<file path="src/rtl/upower_lsu_pkg.sv">
// Purpose: shared opcodes, access sizes, FSM states and opcode decode for the uPower LSU.
// Latency: n/a (types and pure functions only).
// Backpressure: n/a.
// Build option: LSU_MISALIGN_SPLIT_EN (consumed by upower_lsu, not by this package).
package upower_lsu_pkg;

  // Primary opcodes of the D- and DS-format memory instructions.
  localparam logic [5:0] LW0   = 6'd32;
  localparam logic [5:0] LB0   = 6'd34;
  localparam logic [5:0] SW    = 6'd36;
  localparam logic [5:0] SWU   = 6'd37;
  localparam logic [5:0] SB    = 6'd38;
  localparam logic [5:0] LHW   = 6'd40;
  localparam logic [5:0] LHWA  = 6'd42;
  localparam logic [5:0] SHW   = 6'd44;
  localparam logic [5:0] DS_LD = 6'd58;
  localparam logic [5:0] DS_ST = 6'd62;

  typedef enum logic [1:0] {
    B = 2'd0,
    H = 2'd1,
    W = 2'd2,
    D = 2'd3
  } size_e;

  typedef enum logic [2:0] {
    IDLE  = 3'd0,
    REQ   = 3'd1,
    WAIT  = 3'd2,
    REQ2  = 3'd3,
    WAIT2 = 3'd4,
    DONE  = 3'd5
  } state_e;

  typedef struct packed {
    logic  vld;    // recognised memory operation
    logic  store;
    logic  upd;    // update form: EA is written back to rs
    logic  sext;   // sign-extend load data
    size_e size;
  } dec_t;

  function automatic dec_t decode(input logic [5:0] op, input logic [1:0] xods);
    dec_t d;
    d      = '0;
    d.size = B;
    case (op)
      LW0:   begin d.vld = 1'b1; d.size = W; end
      LB0:   begin d.vld = 1'b1; d.size = B; end
      LHW:   begin d.vld = 1'b1; d.size = H; end
      LHWA:  begin d.vld = 1'b1; d.size = H; d.sext = 1'b1; end
      SW:    begin d.vld = 1'b1; d.size = W; d.store = 1'b1; end
      SB:    begin d.vld = 1'b1; d.size = B; d.store = 1'b1; end
      SHW:   begin d.vld = 1'b1; d.size = H; d.store = 1'b1; end
      SWU:   begin d.vld = 1'b1; d.size = W; d.store = 1'b1; d.upd = 1'b1; end
      DS_LD: begin
        if (xods == 2'd0) begin
          d.vld = 1'b1; d.size = D;
        end else if (xods == 2'd2) begin
          d.vld = 1'b1; d.size = W; d.sext = 1'b1;
        end
      end
      DS_ST: begin
        if (xods == 2'd0) begin
          d.vld = 1'b1; d.size = D; d.store = 1'b1;
        end else if (xods == 2'd1) begin
          d.vld = 1'b1; d.size = D; d.store = 1'b1; d.upd = 1'b1;
        end
      end
      default: ;
    endcase
    return d;
  endfunction

  function automatic logic [3:0] size_bytes(input size_e s);
    case (s)
      B:       return 4'd1;
      H:       return 4'd2;
      W:       return 4'd4;
      default: return 4'd8;
    endcase
  endfunction

endpackage

</file>
<file path="src/rtl/lsu_lane_align.sv">
// Purpose: little-endian lane steering: byte enables, store-data shift, load extract/merge/extend.
// Latency: combinational, zero cycles.
// Backpressure: none (pure function of its inputs).
// Ports: i_size/i_ea_lo/i_sext describe the access; i_st_data is raw store data;
//        i_ld_lo/i_ld_hi are the lower/upper doubleword reads; o_be0/o_wdata0 drive the
//        first request, o_be1/o_wdata1 the second (crossing) request; o_ld_data is extended.
module lsu_lane_align
  import upower_lsu_pkg::*;
(
  input  size_e       i_size,
  input  logic [2:0]  i_ea_lo,
  input  logic        i_sext,
  input  logic [63:0] i_st_data,
  input  logic [63:0] i_ld_lo,
  input  logic [63:0] i_ld_hi,
  output logic [7:0]  o_be0,
  output logic [7:0]  o_be1,
  output logic [63:0] o_wdata0,
  output logic [63:0] o_wdata1,
  output logic [63:0] o_ld_data
);

  logic [5:0]   w_shift;
  logic [7:0]   w_mask8;
  logic [15:0]  w_mask16;
  logic [63:0]  w_st_m;
  logic [127:0] w_st_sh;
  logic [127:0] w_ld_cat;
  logic [63:0]  w_ld_raw;

  always_comb begin
    w_shift = {i_ea_lo, 3'b000};

    case (i_size)
      B:       begin w_mask8 = 8'h01; w_st_m = {56'd0, i_st_data[7:0]};  end
      H:       begin w_mask8 = 8'h03; w_st_m = {48'd0, i_st_data[15:0]}; end
      W:       begin w_mask8 = 8'h0F; w_st_m = {32'd0, i_st_data[31:0]}; end
      default: begin w_mask8 = 8'hFF; w_st_m = i_st_data;                end
    endcase

    // A 16-lane window spans two doublewords; the upper half is the
    // remainder of an access that crosses the doubleword boundary.
    w_mask16 = {8'h00, w_mask8} << i_ea_lo;
    o_be0    = w_mask16[7:0];
    o_be1    = w_mask16[15:8];

    w_st_sh  = {64'd0, w_st_m} << w_shift;
    o_wdata0 = w_st_sh[63:0];
    o_wdata1 = w_st_sh[127:64];

    // Byte 0 of the datum is brought to lane 0 across the merged pair.
    w_ld_cat = {i_ld_hi, i_ld_lo};
    w_ld_raw = 64'(w_ld_cat >> w_shift);

    case (i_size)
      B:       o_ld_data = {{56{i_sext & w_ld_raw[7]}},  w_ld_raw[7:0]};
      H:       o_ld_data = {{48{i_sext & w_ld_raw[15]}}, w_ld_raw[15:0]};
      W:       o_ld_data = {{32{i_sext & w_ld_raw[31]}}, w_ld_raw[31:0]};
      default: o_ld_data = w_ld_raw;
    endcase
  end

endmodule

</file>
<file path="src/rtl/upower_lsu.sv">
// Purpose: uPower load/store unit: ALU EA in, valid/ready 64-bit memory port out, load writeback.
// Latency: accept in cycle 0, request from cycle 1, best-case wb_valid in cycle 3.
// Backpressure: req_ready only in IDLE; request held stable until mem_req_ready.
// Build option: LSU_MISALIGN_SPLIT_EN splits doubleword-crossing accesses into two requests;
//   without it a crossing access pulses err_misalign and touches no memory.
// Ports: req_* / opcode / xods / ALU_result / rt_value / rt / rs from issue; mem_* memory port;
//   wb_* load writeback; upd_* update-form base write; err_* one-cycle fault pulses.
module upower_lsu
  import upower_lsu_pkg::*;
(
  input  logic        clk,
  input  logic        rst_n,
  input  logic        req_valid,
  output logic        req_ready,
  input  logic [5:0]  opcode,
  input  logic [1:0]  xods,
  input  logic [63:0] ALU_result,
  input  logic [63:0] rt_value,
  input  logic [4:0]  rt,
  input  logic [4:0]  rs,
  output logic        mem_req_valid,
  input  logic        mem_req_ready,
  output logic        mem_we,
  output logic [63:0] mem_addr,
  output logic [63:0] mem_wdata,
  output logic [7:0]  mem_be,
  input  logic        mem_rsp_valid,
  input  logic [63:0] mem_rdata,
  output logic        wb_valid,
  output logic [4:0]  wb_rd,
  output logic [63:0] wb_data,
  output logic        upd_valid,
  output logic [4:0]  upd_ra,
  output logic [63:0] upd_data,
  output logic        err_misalign,
  output logic        err_op
);

  state_e      r_state;
  state_e      w_next;

  logic [63:0] r_ea;
  logic [63:0] r_st_data;
  logic [4:0]  r_rt;
  logic [4:0]  r_rs;
  size_e       r_size;
  logic        r_sext;
  logic        r_store;
  logic        r_upd;

  logic        r_wb_valid;
  logic [4:0]  r_wb_rd;
  logic [63:0] r_wb_data;
  logic        r_upd_valid;
  logic [4:0]  r_upd_ra;
  logic [63:0] r_upd_data;
  logic        r_err_misalign;
  logic        r_err_op;

  dec_t        w_dec;
  logic        w_accept;
  logic        w_cross_in;
  logic        w_done_mem;   // final memory response of a transaction arrives this cycle
  logic [63:0] w_dw_addr;
  logic [7:0]  w_be0;
  logic [7:0]  w_be1;
  logic [63:0] w_wdata0;
  logic [63:0] w_wdata1;
  logic [63:0] w_ld_lo;
  logic [63:0] w_ld_hi;
  logic [63:0] w_ld_data;

`ifdef LSU_MISALIGN_SPLIT_EN
  logic        r_cross;
  logic [63:0] r_rdata0;      // lower-doubleword read held until the second response

  assign w_ld_lo = (r_state == WAIT2) ? r_rdata0 : mem_rdata;
  assign w_ld_hi = (r_state == WAIT2) ? mem_rdata : 64'd0;
`else
  // Crossing accesses never reach memory here, so the upper-lane outputs carry nothing.
  logic        w_unused_hi;

  assign w_ld_lo     = mem_rdata;
  assign w_ld_hi     = 64'd0;
  assign w_unused_hi = ^{w_be1, w_wdata1};
`endif

  assign w_dec      = decode(opcode, xods);
  assign w_accept   = req_valid & req_ready;
  assign w_cross_in = ({1'b0, ALU_result[2:0]} + size_bytes(w_dec.size)) > 4'd8;
  assign w_dw_addr  = {r_ea[63:3], 3'b000};

  lsu_lane_align u_align (
    .i_size    (r_size),
    .i_ea_lo   (r_ea[2:0]),
    .i_sext    (r_sext),
    .i_st_data (r_st_data),
    .i_ld_lo   (w_ld_lo),
    .i_ld_hi   (w_ld_hi),
    .o_be0     (w_be0),
    .o_be1     (w_be1),
    .o_wdata0  (w_wdata0),
    .o_wdata1  (w_wdata1),
    .o_ld_data (w_ld_data)
  );

  always_ff @(posedge clk) begin
    if (!rst_n) r_state <= IDLE;
    else        r_state <= w_next;
  end

  always_comb begin
    w_next        = r_state;
    req_ready     = 1'b0;
    mem_req_valid = 1'b0;
    mem_we        = 1'b0;
    mem_addr      = 64'd0;
    mem_wdata     = 64'd0;
    mem_be        = 8'd0;
    w_done_mem    = 1'b0;
    case (r_state)
      IDLE: begin
        req_ready = 1'b1;
        if (req_valid) begin
          if (!w_dec.vld) begin
            w_next = DONE;
          end else if (w_cross_in) begin
`ifdef LSU_MISALIGN_SPLIT_EN
            w_next = REQ;
`else
            w_next = DONE;
`endif
          end else begin
            w_next = REQ;
          end
        end
      end
      REQ: begin
        mem_req_valid = 1'b1;
        mem_we        = r_store;
        mem_addr      = w_dw_addr;
        mem_wdata     = w_wdata0;
        mem_be        = w_be0;
        if (mem_req_ready) w_next = WAIT;
      end
      WAIT: begin
        if (mem_rsp_valid) begin
`ifdef LSU_MISALIGN_SPLIT_EN
          if (r_cross) begin
            w_next = REQ2;
          end else begin
            w_next     = DONE;
            w_done_mem = 1'b1;
          end
`else
          w_next     = DONE;
          w_done_mem = 1'b1;
`endif
        end
      end
`ifdef LSU_MISALIGN_SPLIT_EN
      REQ2: begin
        mem_req_valid = 1'b1;
        mem_we        = r_store;
        mem_addr      = w_dw_addr + 64'd8;
        mem_wdata     = w_wdata1;
        mem_be        = w_be1;
        if (mem_req_ready) w_next = WAIT2;
      end
      WAIT2: begin
        if (mem_rsp_valid) begin
          w_next     = DONE;
          w_done_mem = 1'b1;
        end
      end
`endif
      DONE:    w_next = IDLE;
      default: w_next = IDLE;
    endcase
  end

  always_ff @(posedge clk) begin
    if (!rst_n) begin
      r_ea           <= 64'd0;
      r_st_data      <= 64'd0;
      r_rt           <= 5'd0;
      r_rs           <= 5'd0;
      r_size         <= B;
      r_sext         <= 1'b0;
      r_store        <= 1'b0;
      r_upd          <= 1'b0;
      r_wb_valid     <= 1'b0;
      r_wb_rd        <= 5'd0;
      r_wb_data      <= 64'd0;
      r_upd_valid    <= 1'b0;
      r_upd_ra       <= 5'd0;
      r_upd_data     <= 64'd0;
      r_err_misalign <= 1'b0;
      r_err_op       <= 1'b0;
`ifdef LSU_MISALIGN_SPLIT_EN
      r_cross        <= 1'b0;
      r_rdata0       <= 64'd0;
`endif
    end else begin
      // Pulses are registered on the transition into DONE, so they are high exactly in DONE.
      r_wb_valid     <= 1'b0;
      r_upd_valid    <= 1'b0;
      r_err_misalign <= 1'b0;
      r_err_op       <= 1'b0;
      if (w_accept) begin
        r_ea      <= ALU_result;
        r_st_data <= rt_value;
        r_rt      <= rt;
        r_rs      <= rs;
        r_size    <= w_dec.size;
        r_sext    <= w_dec.sext;
        r_store   <= w_dec.store;
        r_upd     <= w_dec.upd;
        r_err_op  <= ~w_dec.vld;
`ifdef LSU_MISALIGN_SPLIT_EN
        r_cross   <= w_cross_in;
`else
        r_err_misalign <= w_dec.vld & w_cross_in;
`endif
      end
`ifdef LSU_MISALIGN_SPLIT_EN
      if (r_state == WAIT && mem_rsp_valid) r_rdata0 <= mem_rdata;
`endif
      if (w_done_mem) begin
        if (!r_store) begin
          r_wb_valid <= 1'b1;
          r_wb_rd    <= r_rt;
          r_wb_data  <= w_ld_data;
        end
        if (r_upd) begin
          r_upd_valid <= 1'b1;
          r_upd_ra    <= r_rs;
          r_upd_data  <= r_ea;
        end
      end
    end
  end

  assign wb_valid     = r_wb_valid;
  assign wb_rd        = r_wb_rd;
  assign wb_data      = r_wb_data;
  assign upd_valid    = r_upd_valid;
  assign upd_ra       = r_upd_ra;
  assign upd_data     = r_upd_data;
  assign err_misalign = r_err_misalign;
  assign err_op       = r_err_op;

endmodule

</file>
<file path="config.mk">
export PLATFORM = sky130hd
export DESIGN_NAME = upower_lsu
export DESIGN_NICKNAME = d
export VERILOG_FILES = /design/src/rtl/upower_lsu_pkg.sv /design/src/rtl/lsu_lane_align.sv /design/src/rtl/upower_lsu.sv
export SDC_FILE = /design/constraint.sdc
export NUM_CORES = 1
export LEC_CHECK = 0
export CAP_MARGIN = 20
export CORE_AREA = 2 2 195 197
export DETAILED_ROUTE_END_ITERATION = 10
export DIE_AREA = 0 0 197 199
export DONT_BUFFER_PORTS = 1
export GPL_TIMING_DRIVEN = 0
export SLEW_MARGIN = 0
export SYNTH_ARGS = -nofsm -noshare
export SYNTH_HDL_FRONTEND = slang
export SYNTH_SLANG_ARGS = --single-unit
</file>
<file path="constraint.sdc">
create_clock -name clk -period 2.3 [get_ports clk]
set_clock_uncertainty 0.15 [all_clocks]
set_input_delay 0.23 -clock clk [delete_from_list [all_inputs] [get_ports clk]]
set_output_delay 0.23 -clock clk [all_outputs]
set_load 0.01 [all_outputs]
</file>
==> metrics.md <==
| Metric | Value |
|---|---|
| Synth cell types | 64 |
| H-tree depth | 2 |
| Final period utilization | 111% |
| VDD IR max | 0.000574 V |
| Min cycle time layout | 2.56 ns |
| First-pass GRT wire length | ~100000 µm |
| Cells after synthesis | about 1900 |
| P&R area growth vs syn | 46.2% |
| Max Cap Viol | 0 |
| Synthesized cell area | 0.0151 mm² |
| Number of synthesized flops with an enable pin | 0 |
| Final #Nets | ~2400 |
| Remaining antenna violation count | 0 |
| Hold path cells | 4 |
| Via count | roughly 16000 |
| Fillcell total | 3218 |
| Initial antenna violation count | 4 |
| Synth Area per Inst | around 8 µm² |
| Die Y | between 150 and 200 µm |
| Syn. warnings | 0 |
| Post-DP Area | 0.0157 mm² |
| FFs w/ async S/R, synth | 0% |
| Vias in the first global route | 15700 |
| Fin Hold WS | between 0.015 and 0.02 ns |
| Leakage | about 8 nW |
| Worst Path Max Fanout | 8 |
| CP endpoint kind | primary output |
| Slew headroom | between 40% and 50% |
| Failing checks | setup timing |
| Row count | a little over 70 |
| Setup TNS | -15.38 ns |
| Final setup fails | between 100 and 150 |
| Port Buf Inserts | 0 |
| RSZ-0062 raised after global routing | yes |
| F_max | 391 MHz |
| Die ar. | slightly below 0.04 mm² |
| First-pass iteration count of the detailed router | 5 |
| CP required | between 1.5 and 2 ns |
| Final-report hold violation count | 0 |
| Global route overflow | 0 |
| DR vias/cell | between 5 and 6 |
| Worst path arrival time | 2.18 ns |
| Die width | 197 µm |
| CP peak stage delay | approximately 0.36 ns |
| First DRT Iteration DRCs | approximately 1400 |
| Clock Path Buffers | 3 |
| Buf+Inv Stages, Crit Path | 2 |
| Max-slew violations | 0 |
| Crit-path cells | clkbuf_16, or2_4, buf_8, a32oi_2, nor2_1, a21oi_2, a211oi_2 |
| CP startpoint kind | flop |
| R2R depth | 9 |
| Cell area after layout | 0.0220 mm² |
| Family with the most delay on the worst path | compound AO/OA/AOI/OAI gates |
| Total routed wirelength | around 70000 µm |
| Setup ws final | -0.257 ns |
| WP depth | 7 |
| Worst Hold Class | in2reg |
| Post-DR wirelength/cell | approximately 26 µm |
| Status | finished, violations left |
| Clock latency on the worst-skew pair | about 0.56 ns |
| Clock Pin Slew Worst Setup and Hold Paths | ~0.06 ns |
| CTS tree | done |
| Post-synth top flop | dfxtp_1 |
| GRT Util Overall | roughly 34% |
| Critical path type | reg2out |
| Final HPWL DP | about 50000 µm |
| Sequential area share after synthesis | 38.3% |
| Share of layout cells above drive strength 1 | between 20% and 30% |
| Power Dens Cells | 636 mW/mm² |
| Slowest CP cell | dfxtp_4 |
| Largest net degree at the start of global routing | 20 |
| CTS buffer count | 34 |
| Clock Sinks | 288 |
| Area occupied by multi-input gates | around 0.010 mm² |
| Worst slew pin tran | roughly 0.79 ns |
| Root Buffer | clkbuf_16 |
| Core ar. | around 0.037 mm² |
| Starting Density | between 40% and 50% |
| Ports | 496 |
| Reg area | 0.00579 mm² |
| Routability cong. | around 0.95 |
| DRC | 0 |
| Synthesized flop and latch total | 288 |
[power by group]
part | internal [W] | switching, W
registers | 0.00521 | 0.000251
clock network | 0.00340 | 0.00230
logic | 0.00126 | 0.00157
[final cells by class]
| class | instances | share of cell area, % |
|---|---|---|
| tap | 474 | 2.69 |
| clock inverter | 11 | 0.869 |
| sequential | 288 | 26.3 |
| antenna | 4 | 0.0455 |
| inverter | 8 | 0.227 |
| buffer | 164 | 6.10 |
| clock buffer | 49 | 4.39 |
| timing repair buffer | 290 | 13.6 |
| multi-input combinational | 1405 | 45.8 |
[cell usage in the layout (no fill, tap or decap), types with 17 or more instances in the layout]
cell type and instances:
clkbuf_8 18, and3_1 43, o221a_1 39, dfxtp_1 281
dlygate4sd3_1 181, mux2i_1 81, nor2_4 33, o21ai_0 35
buf_6 34, a21oi_1 42, a21boi_1 215, nor2_2 31
buf_4 67, nor2_1 59, nand2_1 481, clkbuf_1 67
and3_4 17, clkbuf_16 40, buf_12 25, nor2b_1 21
clkbuf_2 25
[metrics by stage]
stage	total power, W	utilization, %	std cells	worst slack [ns]
floorplan	0.00666	-	1877	0.0643
global placement	0.00726	42.2	2351	-1.22
detailed placement	0.00728	42.2	2351	-1.24
CTS	0.0138	57.5	2669	-0.304
global route	0.0144	59.3	2691	-0.301
finish	0.0140	59.3	2693	-0.257
[worst paths after layout]
kind                     startpoint                        to  slack, ns
max          r_size[0]$_SDFFE_PN0P_             mem_wdata[52]      -0.26
min                       opcode[5]        r_upd$_SDFFE_PN0P_       0.02
max reg2reg    r_ea[0]$_SDFFE_PN0P_  wb_data[54]$_SDFFE_PN0P_      -0.15
min reg2reg    r_rt[1]$_SDFFE_PN0P_     wb_rd[1]$_SDFFE_PN0P_       0.29
[registers in the layout (all words and copies together), names as in the netlist]
signal        count
wb_valid          1
upd_ra            5
r_ea             64
upd_data         64
r_rs              5
r_store           1
r_sext            1
r_state           3
wb_rd             5
wb_data          64
r_size            2
upd_valid         1
r_rt              5
r_st_data        64
err_misalign      1
err_op            1
r_upd             1
[worst reg2reg max path, cell delays in order, from the launching register on]
cell	delay (ns)
dfxtp_4	0.39
buf_4	0.12
buf_6	0.09
mux4_2	0.54
mux2i_4	0.20
nand3b_4	0.19
nand4_4	0.09
buf_12	0.19
buf_12	0.15
o221a_1	0.22
[metal layers]
| metal | vias up | track usage, % | share of wire, % |
|---|---|---|---|
| li1 | 7117 | - | - |
| met4 | 0 | 15.3 | 4.7 |
| met5 | - | 0 | 0 |
| met3 | 206 | 10.7 | 11 |
| met2 | 959 | 57.6 | 47 |
| met1 | 7691 | 39.6 | 38 |
[synth_stat cells, drive strengths merged, types with 3 or more instances]
| cell | instances | area [µm²] |
|---|---|---|
| a211oi | 40 | 300 |
| nand3b | 5 | 41.3 |
| nor2b | 24 | 150 |
| buf | 55 | 308 |
| nor3b | 12 | 90.1 |
| mux2i | 94 | 941 |
| a32oi | 9 | 78.8 |
| nand2 | 494 | 1850 |
| a21oi | 66 | 330 |
| a31oi | 15 | 93.8 |
| nor2 | 123 | 464 |
| o221a | 39 | 439 |
| o21ai | 54 | 270 |
| inv | 8 | 30.0 |
| and2 | 30 | 188 |
| a21boi | 215 | 1610 |
| or2 | 4 | 25.0 |
| o22ai | 10 | 62.6 |
| ha | 3 | 37.5 |
| o22a | 16 | 140 |
| nand4 | 3 | 33.8 |
| nor3 | 7 | 45.0 |
| nand2b | 3 | 18.8 |
| nand3 | 3 | 15.0 |
| mux2 | 17 | 191 |
| o211a | 8 | 80.1 |
| clkbuf | 123 | 462 |
| and3 | 65 | 407 |
| mux4 | 16 | 360 |
| dfxtp | 288 | 5770 |
[cell families (layout without fill, tap and decap cells)]
| group | count (synthesis) | count (layout) | share of synthesized area (%) |
|---|---|---|---|
| xor gates and xnor gates | 2 | 2 | 0.116 |
| other | 1 | 7 | 0.0249 |
| and+or+nand+nor | 782 | 784 | 22.6 |
| adders and majority gates | 5 | 5 | 0.449 |
| AOI/OAI and AO/OA | 484 | 484 | 23.3 |
| DFF | 288 | 288 | 38.3 |
| buffers and inverters | 186 | 522 | 5.31 |
| muxes | 127 | 127 | 9.91 |
[what timing repair did]
action                                 4_1_cts  5_1_grt
setup buffers                               71       26
hold buffers                               186        0
resized for setup                          519      136
endpoints found under the hold margin      187        0
pin swaps                                   92       66
cloned                                      11        3
setup endpoints to repair                  363      168
(Power assumes the default switching activity.)
